File: src/rtl/i2s_serial_mixer.sv
// Multi-input I2S stereo mixer: deserialises NUM_IN MSB-first streams per
// ws slot, sums the enabled inputs as signed words with saturate/wrap, and
// replays each channel's result one frame later on sd_out. All state lives
// on the falling edge of sck.
module i2s_serial_mixer #(
  parameter int unsigned WIDTH    = 24,
  parameter int unsigned NUM_IN   = 2,
  parameter bit          SATURATE = 1'b1
) (
  input  logic              sck,
  input  logic              reset,
  input  logic              ws,
  input  logic [NUM_IN-1:0] sd_in,
  input  logic [NUM_IN-1:0] en,
  output logic              sd_out,
  output logic              clip
);

  localparam int unsigned SUM_W = WIDTH + $clog2(NUM_IN);
  localparam int unsigned EXT_W = SUM_W - WIDTH;
  localparam logic [WIDTH-1:0] MAX_POS = {1'b0, {(WIDTH-1){1'b1}}};
  localparam logic [WIDTH-1:0] MAX_NEG = {1'b1, {(WIDTH-1){1'b0}}};
  localparam logic [WIDTH-1:0] MSB_PTR = {1'b1, {(WIDTH-1){1'b0}}};

  // Slot tracking
  logic ws_d;
  logic synced;

  // Capture: one-hot pointer selects the bit position the next sample lands in;
  // it runs out after WIDTH bits so later bits are ignored, and an early slot
  // edge leaves the unreceived LSBs at zero.
  logic [WIDTH-1:0] cap_ptr;
  logic [WIDTH-1:0] cap [NUM_IN];

  // Per-channel mix results, replayed in the next slot of the same channel
  logic [WIDTH-1:0] res_l;
  logic [WIDTH-1:0] res_r;
  logic             ovf_l;
  logic             ovf_r;

  // Transmit shifter; zeros shift in so the line idles low after WIDTH bits
  logic [WIDTH-1:0] tx_sh;

  // Combinational helpers
  logic             slot_edge_c;
  logic [SUM_W-1:0] mix_sum_c;
  logic [EXT_W:0]   mix_top_c;
  logic             mix_ovf_c;
  logic [WIDTH-1:0] mix_res_c;
  logic [WIDTH-1:0] ld_res_c;
  logic             ld_ovf_c;

  assign slot_edge_c = ws ^ ws_d;

  // Signed sum of enabled captured words, sign-extended to the full sum width
  always_comb begin
    mix_sum_c = '0;
    for (int i = 0; i < int'(NUM_IN); i++) begin
      if (en[i]) begin
        mix_sum_c = mix_sum_c + {{EXT_W{cap[i][WIDTH-1]}}, cap[i]};
      end
    end
  end

  // Overflow when the bits above the result sign bit disagree with it
  always_comb begin
    mix_top_c = mix_sum_c[SUM_W-1:WIDTH-1];
    mix_ovf_c = !((~|mix_top_c) || (&mix_top_c));
    mix_res_c = mix_sum_c[WIDTH-1:0];
    if (SATURATE && mix_ovf_c) begin
      mix_res_c = mix_sum_c[SUM_W-1] ? MAX_NEG : MAX_POS;
    end
  end

  // Result selected for the slot that is starting (channel = current ws)
  always_comb begin
    ld_res_c = ws ? res_r : res_l;
    ld_ovf_c = ws ? ovf_r : ovf_l;
  end

  // Slot edge detection and sync flag
  always_ff @(negedge sck or posedge reset) begin
    if (reset) begin
      ws_d   <= 1'b0;
      synced <= 1'b0;
    end else begin
      ws_d <= ws;
      if (slot_edge_c) begin
        synced <= 1'b1;
      end
    end
  end

  // Deserialise each input; bits sampled at the slot edge belong to no word
  always_ff @(negedge sck or posedge reset) begin
    if (reset) begin
      cap_ptr <= '0;
      for (int i = 0; i < int'(NUM_IN); i++) begin
        cap[i] <= '0;
      end
    end else if (slot_edge_c) begin
      cap_ptr <= MSB_PTR;
      for (int i = 0; i < int'(NUM_IN); i++) begin
        cap[i] <= '0;
      end
    end else begin
      cap_ptr <= cap_ptr >> 1;
      for (int i = 0; i < int'(NUM_IN); i++) begin
        cap[i] <= cap[i] | (sd_in[i] ? cap_ptr : '0);
      end
    end
  end

  // Store the mix of the slot that just ended; the pre-sync slot is discarded
  always_ff @(negedge sck or posedge reset) begin
    if (reset) begin
      res_l <= '0;
      res_r <= '0;
      ovf_l <= 1'b0;
      ovf_r <= 1'b0;
    end else if (slot_edge_c && synced) begin
      if (ws_d) begin
        res_r <= mix_res_c;
        ovf_r <= mix_ovf_c;
      end else begin
        res_l <= mix_res_c;
        ovf_l <= mix_ovf_c;
      end
    end
  end

  // Serialise the stored result MSB first; a slot edge aborts and reloads
  always_ff @(negedge sck or posedge reset) begin
    if (reset) begin
      tx_sh  <= '0;
      sd_out <= 1'b0;
      clip   <= 1'b0;
    end else if (slot_edge_c) begin
      tx_sh <= ld_res_c;
      clip  <= ld_ovf_c;
    end else begin
      sd_out <= tx_sh[WIDTH-1];
      tx_sh  <= {tx_sh[WIDTH-2:0], 1'b0};
    end
  end

endmodule

File: config.mk
export PLATFORM = sky130hd
export DESIGN_NAME = i2s_serial_mixer
export DESIGN_NICKNAME = d
export VERILOG_FILES = /design/src/rtl/i2s_serial_mixer.sv
export SDC_FILE = /design/constraint.sdc
export NUM_CORES = 1
export LEC_CHECK = 0
export BUFFER_PORTS_ARGS = -buffer_cell sky130_fd_sc_hd__buf_2
export CORE_MARGIN = 2
export CORE_UTILIZATION = 65
export CTS_CLUSTER_DIAMETER = 50
export CTS_CLUSTER_SIZE = 8
export DETAILED_ROUTE_END_ITERATION = 6
export GPL_ROUTABILITY_DRIVEN = 1
export PLACE_DENSITY = 0.79
export SYNTH_ARGS = -nofsm -noshare
export SYNTH_HDL_FRONTEND = slang
export SYNTH_SLANG_ARGS = --single-unit
File: constraint.sdc
create_clock -name sck -period 12.9 [get_ports sck]
set_input_delay 2.58 -clock sck [delete_from_list [all_inputs] [get_ports sck]]
set_output_delay 2.58 -clock sck [all_outputs]
set_load 0.005 [all_outputs]
==> summary.md <==
The routed length per instance was 18.29 um. The maximum root-to-sink buffer count was 2. The endpoint identified for the worst register-to-register timing path is res_r[21]. Clock latency on the worst-skew pair, taken at its later pin, is 0.40 ns.

The ratio of routed vias to standard cells works out to 6.131. In this run, post-CTS hold repair placed 0 buffers. In the final design database the tool counted 785 nets.

The first global-routing pass estimated 28900 um of wire. Clock-pin slew was measured on the worst setup and hold paths at 0.04 ns. The max-slew violation total from the final report was 0. For this configuration, the core starts out at a cell density of 66.78%. From synthesis to final layout, the design area changed by 8.648%. The logs give 798 for the synthesized netlist net count and 57 for the number of distinct library cell variants in the gate-level netlist after synthesis. For the number of buffers inserted by post-CTS setup repair, the log shows 0. During I/O placement, the number of pins put on the boundary was 9.

In this run, the clock network consumes 45.4% of the power. For the count of routing violations after the opening detailed-route iteration, the log shows 520. After floorplanning, the core was divided into 39 placement rows. The number of enable flip-flop cells after synthesis was 0; the relative slew slack was 32.04%. The congestion estimate from routability-driven global placement came to 0.9163. For the count of endpoints failing setup in the final report, the log shows 0. STA classifies the critical path startpoint as a primary input.

Of all flip-flops after synthesis, the portion carrying an async set or reset was 100.0%. Across all register-to-register paths, the minimum setup slack is 9.47 ns. In the final layout, flip-flops and latches occupy 3754 sq um. The share of cells above drive strength 1 was 9.935%. Entering global routing, the biggest net connects 151 pins. Sequential elements use 49.23% of the synthesized area.

The most used flip-flop cell after synthesis is dfrtn_1. The H-tree was split into 4 levels. Detailed routing inserted a total of 5567 vias.

The DRC violation count after routing came out at 0. Classification of the worst-slack hold path: flop to flop. The combined area of the multi-input logic cells was 3630 sq um.

For the antenna diode count, the log shows 0. The most critical setup path has its startpoint at en[0]. For this design, the sink count on the clock tree is 150. The total count of hold-check failures in the final report was 0; the count of non-filler cells in the finished layout was 908. Reported leakage power: 3.867 nW.

Summed over all failing endpoints, the final setup total negative slack is 0 ns. The detail route stage leaves a number of antenna-violating nets equal to 0. The worst setup path is captured at a flop. The routed design has 16610 um of wire.

Setup repair after global routing left no endpoint under its margin. The die covers 12610 sq um. The final-layout fill cell count came out at 819.

The run gives 0.8262 mW as the internal power. The total instance count after detailed placement came out at 877. The sequential power share was 47.0%. The switching share of total power is 23.48%.

Critical path class: primary input to flop. The combinational share of power was 7.6%. For the pin with the worst max-slew slack, the measured transition is 1.017 ns.

TritonCTS built the clock tree. The flow ran to the end, and the final reports show no timing, DRC or antenna violations. The logs give 4 for the first-pass iteration count of the detailed router and 7625 sq um for the summed instance area of the synthesized netlist.

In this run the critical register-to-register path is launched from cap[24]. The number of antenna violations at the first check in global routing was 0; the power per unit of standard cell area was 130.3 nW/um^2. Averaged over all synthesized cells, the footprint is 9.954 sq um. Global routing finished with a remaining overflow of 0.

The die is 112.3 um wide. The floorplan step defined a core boundary enclosing 11420 sq um. The data arrival at the endpoint of the critical path is 5.71 ns. Counting the buffers created by CTS gives 17. The master cell of the clock root buffer was clkbuf_16. Detailed placement finished with a half-perimeter wire length of 11030 um.

For the worst setup path, the data required time is 6.65 ns. The synthesized design contains 150 register bits. The critical path ends at res_r[21]. The tools report the via count of the first global-routing pass as 5769.

The tool flagged a number of max-cap violations equal to 0. The vertical extent of the die was 112.3 um; the clock skew was 0.007191 ns. For this design the total switching power over the nets is 0.2535 mW. Counting every instance in the synthesized netlist gives 766.

The number of gates resized after CTS was 0. The total track usage was 29.01%; the maximum resistive drop on vdd was 0.1307 mV. The number of cells on the worst reg-to-reg path is 11. In this run the tool buffered the top-level ports with 8 buffer cells. Of all nets on the critical path, the largest fanout is 25.

For this run, the number of Yosys warnings is 0.
layer usage:
metal / global-route usage (%) / vias up / routed length (um)
met5: 0 / - / 0
met4: 10.08 / 0 / 260
met3: 6.749 / 24 / 737
met2: 44.38 / 129 / 7720
met1: 41.31 / 2719 / 7891
li1: - / 2695 / -
synth_stat cells, types with 5 or more instances:
| cell type | n | area share, % |
|---|---|---|
| a211oi_1 | 30 | 3.0 |
| a21o_1 | 6 | 0.59 |
| a21oi_1 | 93 | 6.1 |
| a221oi_2 | 18 | 3.5 |
| a31oi_1 | 5 | 0.41 |
| and2_1 | 50 | 4.1 |
| buf_1 | 5 | 0.25 |
| buf_6 | 5 | 0.74 |
| clkbuf_1 | 36 | 1.8 |
| dfrtn_1 | 150 | 49 |
| ha_1 | 24 | 3.9 |
| inv_1 | 8 | 0.39 |
| mux2i_1 | 25 | 3.3 |
| nand2_1 | 57 | 2.8 |
| nand3_1 | 6 | 0.39 |
| nor2_1 | 80 | 3.9 |
| nor2b_1 | 28 | 2.3 |
| o21a_1 | 6 | 0.59 |
| o21ai_0 | 21 | 1.4 |
| o21ai_1 | 38 | 2.5 |
| xnor2_1 | 13 | 1.5 |
power groups by stage:
stage                     Combinational, mW  Sequential [mW]  Clock [mW]
after floorplan                      0.0640            0.511           0
after global placement               0.0784            0.514           0
after detailed placement             0.0816            0.515           0
after CTS                            0.0822            0.508       0.496
after global routing                 0.0925            0.510       0.516
final                                0.0816            0.508       0.490
cells by family (layout without fill, tap and decap cells):
group / after synthesis / in the layout / share of synthesized area [%]
AOI/OAI and AO/OA: 251 / 251 / 22.50
muxes: 26 / 26 / 3.577
xor gates and xnor gates: 17 / 17 / 1.953
buffers and inverters: 55 / 54 / 3.200
DFF: 150 / 150 / 49.23
adders and majority gates: 25 / 25 / 4.201
and+or+nand+nor: 242 / 242 / 15.34
worst max-delay path, cell delays in order:
cell and delay [ns]:
buf_2 0.22, and2_1 0.21, ha_1 0.23, fa_1 0.44, a211oi_1 0.33, o21ba_2 0.23, a21oi_1 0.16, nand4_1 0.15
o2111ai_1 0.15, a32o_2 0.48, a221oi_1 0.42, o21ai_1 0.11
cell type report:
type / count / area share [%]
flip-flops and latches: 150 / 45.31
clock inverters: 7 / 1.148
well taps: 143 / 2.160
clock buffers: 24 / 5.936
inverters: 9 / 0.4531
repair buffers: 14 / 1.178
multi-input cells: 561 / 43.82
state kept, by name, indices dropped and copies added, names as in the netlist:
register / cells
res_l: 24
sd_out: 1
tx_sh: 24
res_r: 24
cap_ptr: 24
synced: 1
cap: 48
ovf_l: 1
ovf_r: 1
clip: 1
ws_d: 1
cells in the final DEF, fill, tap and decap left out, drive strengths merged, types with 2 or more instances in the layout:
master	netlist	final
nor2	80	80
a211oi	32	32
a31oi	6	6
nor2b	28	28
bufinv	0	2
and2	50	50
nand3	6	6
and3	2	2
nand4	3	3
a221oi	21	21
or3	4	4
o211ai	5	5
nand2	57	57
mux2i	26	26
nor3	4	4
o21bai	3	3
clkbuf	36	24
inv	9	8
clkinvlp	0	2
o21a	6	6
and4	3	3
ha	24	24
or2	3	3
o211a	3	3
a21boi	2	2
dfrtn	150	150
xor2	4	4
clkinv	0	4
a21o	6	6
xnor2	13	13
o21ai	60	60
a21oi	95	95
buf	10	14
a211o	2	2
through the flow:
step | setup WS [ns] | power (mW) | instance area, sq um | utilization (%) | hold WS (ns)
CTS | 0.9409 | 1.086 | 8284 | 72.55 | 0.4048
global route | 0.6975 | 1.118 | 8284 | 72.55 | 0.4402
finish | 0.9382 | 1.080 | 8284 | 72.55 | 0.4002
floorplan | 1.321 | 0.5751 | 7629 | - | 0.3749
detailed placement | 0.5486 | 0.5965 | 7697 | 67.41 | 0.3951
global placement | 0.7244 | 0.5925 | 7697 | 67.41 | 0.3997
worst min path at each step:
stage / from / slack [ns] / depth (start not counted) / endpoint
final: tx_sh[23] / 0.40 / 2 / sd_out
after global routing: tx_sh[23] / 0.44 / 2 / sd_out
after global placement: tx_sh[23] / 0.40 / 2 / sd_out
after CTS: tx_sh[23] / 0.40 / 2 / sd_out
after detailed placement: tx_sh[23] / 0.40 / 2 / sd_out
after floorplan: tx_sh[23] / 0.37 / 2 / sd_out
(Power assumes the default switching activity.)
